[config.mk]
export PLATFORM = sky130hd
export DESIGN_NAME = tank_ai_ctrl
export DESIGN_NICKNAME = d
export VERILOG_FILES = /design/src/rtl/tank_ai_ctrl.sv
export SDC_FILE = /design/constraint.sdc
export NUM_CORES = 1
export LEC_CHECK = 0
export BUFFER_PORTS_ARGS = -buffer_cell sky130_fd_sc_hd__buf_4
export CAP_MARGIN = 5
export CORE_ASPECT_RATIO = 0.7
export CORE_MARGIN = 2
export CORE_UTILIZATION = 45
export DETAILED_ROUTE_END_ITERATION = 8
export GPL_TIMING_DRIVEN = 0
export PLACE_DENSITY = 0.71
export REMOVE_ABC_BUFFERS = 1
export SETUP_SLACK_MARGIN = 0.4
export SYNTH_ARGS = -nofsm -noshare
export SYNTH_HDL_FRONTEND = slang
export SYNTH_SLANG_ARGS = --single-unit
[constraint.sdc]
create_clock -name clk_i -period 2.7 [get_ports clk_i]
set_clock_uncertainty 0.15 [all_clocks]
set_input_delay 0.27 -clock clk_i [delete_from_list [all_inputs] [get_ports clk_i]]
set_output_delay 0.27 -clock clk_i [all_outputs]
set_load 0.03 [all_outputs]
[src/rtl/tank_ai_ctrl.sv]
// tank_ai_ctrl: autonomous command generator for one enemy tank.
// Drives one-hot move and shoot requests into a tank instance from a
// random walk (16-bit Galois LFSR) and reacts to its wall and death flags.
// Optional feature macro: TANK_AI_AIM_EN (turns steer toward the player).
//
// Ports:
//   clk_i, reset_ni        clock, asynchronous active-low reset
//   move_tick_i            one-cycle enable per movement step
//   wall_top_i/bottom/right/left_i  collision flags from the tank
//   tank_die_i             tank destroyed (level)
//   bullet_busy_i          this tank's bullet is in flight
//   self_x_i/self_y_i, player_x_i/player_y_i  positions (aim mode only)
//   tank_move_o            0001 down, 0010 up, 0100 right, 1000 left, 0 stop
//   tank_shoot_o           single-cycle fire request
//   state_o                current FSM state (debug)
module tank_ai_ctrl #(
   parameter logic [15:0] LFSR_SEED     = 16'hACE1,
   parameter logic [3:0]  DIR_INIT      = 4'b0010,
   parameter logic [7:0]  MIN_SEG       = 8'd16,
   parameter logic [7:0]  PAUSE_TICKS   = 8'd4,
   parameter logic [7:0]  SPAWN_DELAY   = 8'd60,
   parameter logic [7:0]  FIRE_INTERVAL = 8'd90
) (
   input  logic       clk_i,
   input  logic       reset_ni,
   input  logic       move_tick_i,
   input  logic       wall_top_i,
   input  logic       wall_bottom_i,
   input  logic       wall_right_i,
   input  logic       wall_left_i,
   input  logic       tank_die_i,
   input  logic       bullet_busy_i,
   input  logic [9:0] self_x_i,
   input  logic [9:0] self_y_i,
   input  logic [9:0] player_x_i,
   input  logic [9:0] player_y_i,
   output logic [3:0] tank_move_o,
   output logic       tank_shoot_o,
   output logic [2:0] state_o
);

   localparam int unsigned CNT_W  = 8;
   localparam int unsigned DIR_W  = 4;
   localparam int unsigned ST_W   = 3;
   localparam int unsigned LFSR_W = 16;

   localparam logic [LFSR_W-1:0] LFSR_MASK = 16'hB400;

   localparam logic [ST_W-1:0] ST_SPAWN = 3'd0;
   localparam logic [ST_W-1:0] ST_MOVE  = 3'd1;
   localparam logic [ST_W-1:0] ST_TURN  = 3'd2;
   localparam logic [ST_W-1:0] ST_PAUSE = 3'd3;
   localparam logic [ST_W-1:0] ST_DEAD  = 3'd4;

   localparam logic [DIR_W-1:0] DIR_DOWN  = 4'b0001;
   localparam logic [DIR_W-1:0] DIR_UP    = 4'b0010;
   localparam logic [DIR_W-1:0] DIR_RIGHT = 4'b0100;
   localparam logic [DIR_W-1:0] DIR_LEFT  = 4'b1000;

   logic [ST_W-1:0]   state_q, state_d;
   logic [DIR_W-1:0]  dir_q, dir_d;
   logic [DIR_W-1:0]  move_d;
   logic [DIR_W-1:0]  rand_dir, cand_dir, turn_dir;
   logic [DIR_W-1:0]  walls;
   logic [CNT_W-1:0]  cnt_q, cnt_d;
   logic [CNT_W-1:0]  seg_q, seg_d, seg_len;
   logic [CNT_W-1:0]  fire_q, fire_d, fire_inc;
   logic [CNT_W:0]    cnt_inc;
   logic [LFSR_W-1:0] lfsr_q, lfsr_d;
   logic              shoot_d;
   logic              fire_en;
   logic              dir_blocked, cand_blocked;

   // Clockwise rotation: up -> right -> down -> left -> up.
   function automatic logic [DIR_W-1:0] rotate_cw(input logic [DIR_W-1:0] d);
      logic [DIR_W-1:0] r;
      case (d)
         DIR_UP:    r = DIR_RIGHT;
         DIR_RIGHT: r = DIR_DOWN;
         DIR_DOWN:  r = DIR_LEFT;
         default:   r = DIR_UP;
      endcase
      return r;
   endfunction

   // Wall flags packed in the same bit order as the one-hot direction code.
   assign walls        = {wall_left_i, wall_right_i, wall_top_i, wall_bottom_i};
   assign dir_blocked  = |(dir_q & walls);
   assign cand_blocked = |(cand_dir & walls);

   // Galois step; a non-zero seed never reaches zero.
   assign lfsr_d   = {1'b0, lfsr_q[LFSR_W-1:1]} ^ (lfsr_q[0] ? LFSR_MASK : '0);
   assign seg_len  = MIN_SEG + {3'b000, lfsr_q[4:0]};
   assign rand_dir = DIR_DOWN << lfsr_q[1:0];
   assign cnt_inc  = {1'b0, cnt_q} + 9'd1;

`ifdef TANK_AI_AIM_EN
   logic signed [10:0] dx, dy;
   logic        [10:0] adx, ady;

   // Aim: line up on the player's column first, then on its row.
   always_comb begin
      dx       = $signed({1'b0, self_x_i}) - $signed({1'b0, player_x_i});
      dy       = $signed({1'b0, self_y_i}) - $signed({1'b0, player_y_i});
      adx      = dx[10] ? 11'(-dx) : 11'(dx);
      ady      = dy[10] ? 11'(-dy) : 11'(dy);
      cand_dir = rand_dir;
      if (adx < 11'd16) begin
         cand_dir = (player_y_i > self_y_i) ? DIR_DOWN : DIR_UP;
      end else if (ady < 11'd16) begin
         cand_dir = (player_x_i > self_x_i) ? DIR_RIGHT : DIR_LEFT;
      end
   end
`else
   logic unused_pos;
   assign unused_pos = ^{self_x_i, self_y_i, player_x_i, player_y_i};
   assign cand_dir   = rand_dir;
`endif

   // Only re-picking the blocked current direction forces a rotation.
   assign turn_dir = ((cand_dir == dir_q) && cand_blocked) ? rotate_cw(cand_dir) : cand_dir;

   // State and output registers.
   always_ff @(posedge clk_i or negedge reset_ni) begin
      if (!reset_ni) begin
         state_q      <= ST_SPAWN;
         dir_q        <= DIR_INIT;
         cnt_q        <= '0;
         seg_q        <= '0;
         fire_q       <= '0;
         lfsr_q       <= LFSR_SEED;
         tank_move_o  <= '0;
         tank_shoot_o <= 1'b0;
      end else begin
         state_q      <= state_d;
         dir_q        <= dir_d;
         cnt_q        <= cnt_d;
         seg_q        <= seg_d;
         fire_q       <= fire_d;
         lfsr_q       <= lfsr_d;
         tank_move_o  <= move_d;
         tank_shoot_o <= shoot_d;
      end
   end

   assign state_o = state_q;

   // Next-state, counters and next outputs.
   always_comb begin
      state_d  = state_q;
      dir_d    = dir_q;
      cnt_d    = cnt_q;
      seg_d    = seg_q;
      fire_d   = fire_q;
      fire_inc = fire_q;
      fire_en  = 1'b0;
      shoot_d  = 1'b0;
      move_d   = '0;

      case (state_q)
         ST_SPAWN: begin
            if (move_tick_i) begin
               if (cnt_inc >= {1'b0, SPAWN_DELAY}) begin
                  state_d = ST_MOVE;
                  dir_d   = DIR_INIT;
                  seg_d   = seg_len;
                  cnt_d   = '0;
               end else begin
                  cnt_d = cnt_inc[CNT_W-1:0];
               end
            end
         end
         ST_MOVE: begin
            if (move_tick_i) begin
               fire_en = 1'b1;
               if (dir_blocked) begin
                  state_d = ST_TURN;
               end else if (seg_q <= 8'd1) begin
                  state_d = ST_TURN;
                  seg_d   = '0;
               end else begin
                  seg_d = seg_q - 8'd1;
               end
            end
         end
         ST_TURN: begin
            state_d = ST_PAUSE;
            dir_d   = turn_dir;
            cnt_d   = '0;
         end
         ST_PAUSE: begin
            if (move_tick_i) begin
               fire_en = 1'b1;
               if (cnt_inc >= {1'b0, PAUSE_TICKS}) begin
                  state_d = ST_MOVE;
                  seg_d   = seg_len;
                  cnt_d   = '0;
               end else begin
                  cnt_d = cnt_inc[CNT_W-1:0];
               end
            end
         end
         ST_DEAD: begin
            if (!tank_die_i) begin
               state_d = ST_SPAWN;
               cnt_d   = '0;
            end
         end
         default: begin
            state_d = ST_SPAWN;
            cnt_d   = '0;
         end
      endcase

      // Fire counter saturates; the idle-before-pulse guard keeps pulses separated.
      if (fire_en && (fire_q < FIRE_INTERVAL)) begin
         fire_inc = fire_q + 8'd1;
      end
      if (state_q == ST_DEAD) begin
         fire_d = '0;
      end else if ((fire_inc >= FIRE_INTERVAL) && !bullet_busy_i && !tank_shoot_o) begin
         shoot_d = 1'b1;
         fire_d  = '0;
      end else begin
         fire_d = fire_inc;
      end

      // Death overrides every other transition.
      if (tank_die_i) begin
         state_d = ST_DEAD;
         cnt_d   = '0;
         fire_d  = '0;
         shoot_d = 1'b0;
      end

      move_d = (state_d == ST_MOVE) ? dir_d : '0;
   end

endmodule

* Yosys cells after proc, flatten, opt, wreduce, memory -nomap -nowiden *
Cells that the tools add are included.

storage, ports and cells
  flip-flop bits (word level) = 52
  input port bits = 49
  output and inout bits = 8
  logic and storage cells = 91

cells by class
  eq/ne operators = 18
  $lt $le $gt $ge = 5
  $add $sub $neg = 4
  bitwise logic cells = 3
  reduce and logical (&&, ||, !) cells = 13
  muxes and demuxes = 39
  shift operators = 1

operator list
  cell                 count
  $mux 8               16
  $pmux 8 s3           2
  $mux 3               8
  $mux 16              1
  $mux 4               4
  $xor 15x16->16       1
  $ne 2x2->1 const B   7
  $pmux 3 s4           1
  $pmux 4 s3           1
  $add 8x1->9 const B  1
  $ge 9x3->1 const B   1
  $ge 9x6->1 const B   1
  $add 8x1->8 const B  1
  $and 4x4->4          2
  $ge 8x7->1 const B   1
  $le 8x1->1 const B   1
  $lt 8x7->1 const B   1
  $pmux 4 s2           1
  $reduce_or 4->1      2
  $sub 8x1->8 const B  1
  $reduce_and 7->1     1
  $add 5x5->6 const A  1
  $eq 3x1->1 const B   2
  $eq 3x2->1 const B   2
  14 further kinds     23

* Logic depth before layout (Yosys ltp) *
  depth after elaboration = 11
  depth in mapped cells = 8

* Least setup slack after synthesis *
OpenSTA, ideal clock, no wires.

  kind = reg2reg
  start point = reg cnt_q[0]
  end point = reg seg_q[0]
  cell stages (with the launch flop) = 9
  setup time = 79 ps
  path buffers = 1
  setup slack = 493 ps
  clock period less this slack = 2,207 ps
  arrival = 1,978 ps
  cell sequence = dfrtp_1 ha_1 o21ba_1 a221oi_2 o31ai_4 a21oi_2 nand2b_1 buf_4 mux2i_1

between the ends
  longest elaborated chain between the ends = 4
  elaborated cells on any way between the ends = 6
  classes of those cells = 1 x add/sub; 2 x order compare; 2 x eq/ne; 1 x reduce/logical

RTL lines
  what                                      RTL line  RTL
  from (decl)                               65        logic [CNT_W-1:0] cnt_q, cnt_d;
  from (signal assigned)                    137       cnt_q <= cnt_d;
  $add 8x1->9 (*)                           95        assign cnt_inc = {1'b0, cnt_q} + 9'd1;
  $ge 9x3->1 or $ge 9x6->1 (tied branches)  194, 163
  $ne 2x2->1 (no source line)               --
  $reduce_and 7->1 (no source line) (*)     --
  to (signal assigned)                      138       seg_q <= seg_d;
  to (decl)                                 66        logic [CNT_W-1:0] seg_q, seg_d, seg_len;

Every way passes the cells marked *; elsewhere a longest branch is shown, timed or not.
A chain may end at the register's enable or synchronous reset.

* Worst setup path after layout *
  start point = reg cnt_q[1]
  end point = reg seg_q[0]

The elaborated chain is that of the path after synthesis.

==> key figures <==
Power and ir drop
  – Pleak: 1.37 nW
  – Flop pwr share: 55.9%
  – Int Power: 1.10 mW
  – NetSw: 327 uW
  – VDD IR-drop max: 226 uV
  – Clock Power Share: 37.6%
  – Switching share of power: 22.9%
  – Combinational fraction of design power: 6.6%
  – Power per cell area: 456 nW/um^2

Setup path
  – Worst Reg2Reg Path Length in Cells: 7
  – Crit path max fanout: 8
  – Worst setup SP type: flip-flop
  – CP Data Required Time: 2.77 ns
  – Setup crit end kind: flip-flop
  – Critical path type: reg2reg
  – WP data arrival: 2.28 ns
  – Reg2Reg Setup Slack: approximately 0.5 ns
  – RR Startpoint: cnt_q[1]
  – Capturing point of the worst reg2reg path: seg_q[0]

Cells and area
  – Fillers: approximately 510
  – Post-Layout Cell Count: approximately 360
  – Area Growth Syn to Fin: 14.5%
  – Diode count: 0
  – Layout Nets: 337
  – Fraction of layout cells with a size suffix above 1: 23.2%
  – Final Cell Area: 3130 um^2
  – Utilization after layout: a little over half

Placed design
  – DP Area: 2880 um^2
  – Dpl hpwl: 3700 um
  – Routability congestion estimate from global placement: 0.876
  – Buffers on Ports: 16
  – Inst Count DP: 343
  – Post-place setup slack: 0.0614 ns

GRT
  – Vias in the first global route: 1,977
  – Pin count of the biggest net entering global routing: 53
  – First-pass GRT wire length: 9540 um
  – GRT overflow: 0
  – Initial antenna violation count: 0
  – Total Routing Usage GR: 17.4%

Detailed routing
  – Wirelength per Cell: 15.4 um
  – 1st-iter DRT viols: 93
  – First-pass DRT Iterations: 4
  – Via/cell ratio: 5.74
  – DRC: 0
  – Routed Antenna Nets: 0
  – Via count: 2,060
  – Final wirelength: roughly 5500 um

Floorplan
  – Initial Utilization: 47.1%
  – Die ar.: 6730 um^2
  – Die Wd: 97.2 um
  – Die height: 69.3 um
  – # IOs: 57
  – Number of core rows: 23
  – Core region area: 5810 um^2

Timing
  – Slew HR: 58.1%
  – Final setup vio count: 0
  – Setup TNS: 0 ns
  – Crit share post-route: 81.5%
  – Final hold violation count: 0
  – FMAX: 454 MHz
  – Crit path time final: 2.20 ns
  – Worst-margin pin slew: 0.628 ns
  – Worst setup margin: 0.499 ns
  – Slew Limit Fails: 0
  – RSZ-0062 raised after global routing: false

Worst hold path
  – Worst min path class: in2reg
  – Hold Crit Start: bullet_busy_i
  – Sink of the worst hold path: tank_shoot_o
  – WHS Path Cells: 4

CTS
  – Clk sinks: 52
  – CTS Root Cell: clkbuf_8
  – CTS tree: built
  – Clock transition at path regs: 0.10 ns
  – TritonCTS Buffers: 5
  – Maximum buffer depth of the clock tree: 2
  – CTS H-tree lvls: 2
  – Skew-Pair Late Insertion Delay: 0.31 ns

Synth
  – Xor and xnor area share after synthesis: 2.56%
  – Adder-Cell Fraction of Synth Area: 2.65%
  – Synth Area per Inst: 10.4 um^2
  – Synth cell types: 65
  – Asr flop ratio synth: between 90% and 100%
  – Yosys warnings: 0
  – EDFF count, synth: 0
  – Synth Instances: 264
  – Post-synthesis sequential area ratio: 47.9%
  – Most used DFF post-synth: dfrtp_1
  – Main combinational cell family by area after synthesis: compound AO/OA/AOI/OAI gates
  – Synthesized area: 2740 um^2
  – Number of synthesized register bits: 52
  – Post-synthesis simple-gate area fraction: 19.7%
  – Compound-Gate Fraction of Synth Area: a little over a fifth
  – Mux contribution to synthesized area: 2.24%

Run
  – Max_cap viols: 0

Outcome
  – Status: completed
## registers in the layout, indices dropped and copies added (netlist names)
name,count
lfsr_q,16
cnt_q,8
fire_q,8
seg_q,8
dir_q,4
tank_move_o,4
state_o,3
tank_shoot_o,1
## per-layer routing
layer  wire length, um  global-route usage (%)
met1              2940                    26.4
met3               151                    4.03
met5                 0                       0
met4                60                    5.25
met2              2390                    24.8
## power groups by stage
| stage | Combinational (mW) | Clock (mW) | Sequential (mW) |
|---|---|---|---|
| 6_report | 0.0937 | 0.537 | 0.798 |
| 5_1_grt | 0.104 | 0.585 | 0.800 |
| 4_1_cts | 0.0877 | 0.561 | 0.797 |
| 3_5_place_dp | 0.0813 | 0 | 0.812 |
| 3_3_place_gp | 0.0805 | 0 | 0.811 |
| 2_1_floorplan | 0.0426 | 0 | 0.810 |
## placed cells by master, fill, tap and decap left out, types with 5 or more instances in the layout
| cell type | instances |
|---|---|
| nor2_1 | 23 |
| a21oi_1 | 6 |
| nor3_1 | 7 |
| dfrtp_1 | 39 |
| nor2b_1 | 6 |
| and2_1 | 7 |
| dfstp_2 | 9 |
| nand2_1 | 15 |
| clkbuf_8 | 5 |
| nand3_1 | 6 |
| o21ai_0 | 18 |
| buf_4 | 22 |
| a22o_1 | 6 |
| o21ai_1 | 7 |
| nand4_1 | 6 |
| inv_1 | 7 |
| mux2i_1 | 5 |
| xor2_1 | 6 |
## metrics by stage
step | power [mW] | hold WS (ns)
after floorplan | 0.853 | -0.176
after global placement | 0.892 | 0.183
after detailed placement | 0.893 | 0.190
after CTS | 1.45 | 0.117
after global routing | 1.49 | 0.149
final | 1.43 | 0.123
## worst max-delay path, stage by stage (launching register included)
cell and delay [ns]:
dfrtp_2 0.48, ha_4 0.20, o21ba_1 0.20, a221oi_4 0.28
o31ai_4 0.16, a21oi_4 0.20, nand2b_4 0.22, mux2i_1 0.23
## synth_stat cells, types with 2 or more instances
cell type,instances,area [um^2]
nand4_1,6,37.5
nor2b_1,7,43.8
ha_1,5,62.6
nand3_1,6,30.0
nand2_1,15,56.3
nor4_1,4,25.0
nor3_1,8,40.0
mux2i_1,5,50.1
nand2b_1,5,31.3
and3b_1,2,17.5
dfrtp_1,43,1080
a31oi_1,3,18.8
buf_4,4,30.0
a21oi_1,6,30.0
o21a_1,2,15.0
xnor2_1,2,17.5
dfstp_2,9,236
xor2_1,6,52.6
nor3b_1,2,15.0
a21o_1,4,30.0
clkbuf_1,6,22.5
o21ai_1,7,35.0
a22oi_1,3,22.5
a22o_1,6,52.6
o21ai_0,18,90.1
and2_1,7,43.8
o2111ai_2,2,30.0
a31o_2,2,17.5
nor2_1,23,86.3
or3_1,2,12.5
nand3b_1,3,22.5
inv_1,7,26.3
and3_1,2,12.5
## how the worst max path moves through the flow
stage                     from  slack [ns]  cells past startpoint        to
finish                cnt_q[1]        0.50                      7  seg_q[0]
CTS                   cnt_q[0]        0.40                      7  seg_q[1]
global route        state_o[0]        0.41                      6  seg_q[5]
detailed placement    cnt_q[0]        0.06                      7  seg_q[1]
floorplan             cnt_q[0]        0.43                      7  seg_q[0]
global placement      cnt_q[0]        0.11                      7  seg_q[1]
## repair_timing
action / in CTS / in global routing
pin swaps: 1 / 1
endpoints found under the setup margin: 19 / 21
setup buffers: 1 / 5
resized for setup: 8 / 8
gates cloned: 0 / 0
hold buffers: 2 / 0
endpoints found under the hold margin: 45 / 0
## layout make-up
class	count	area (um^2)	area share, %
clock inverter	3	42.5	1.36
inverter	7	26.3	0.838
sequential	52	1320	42.0
clock buffer	5	68.8	2.20
timing repair buffer	24	185	5.91
tap	75	93.8	2.99
multi-input combinational	193	1400	44.7
## cells by family after synthesis
kind of cell,count (synthesis)
AOI/OAI and AO/OA,75
xor gates and xnor gates,8
adders and majority gates,6
buffers and inverters,19
DFF,52
muxes,6
and+or+nand+nor,98
(Power assumes the default switching activity.)
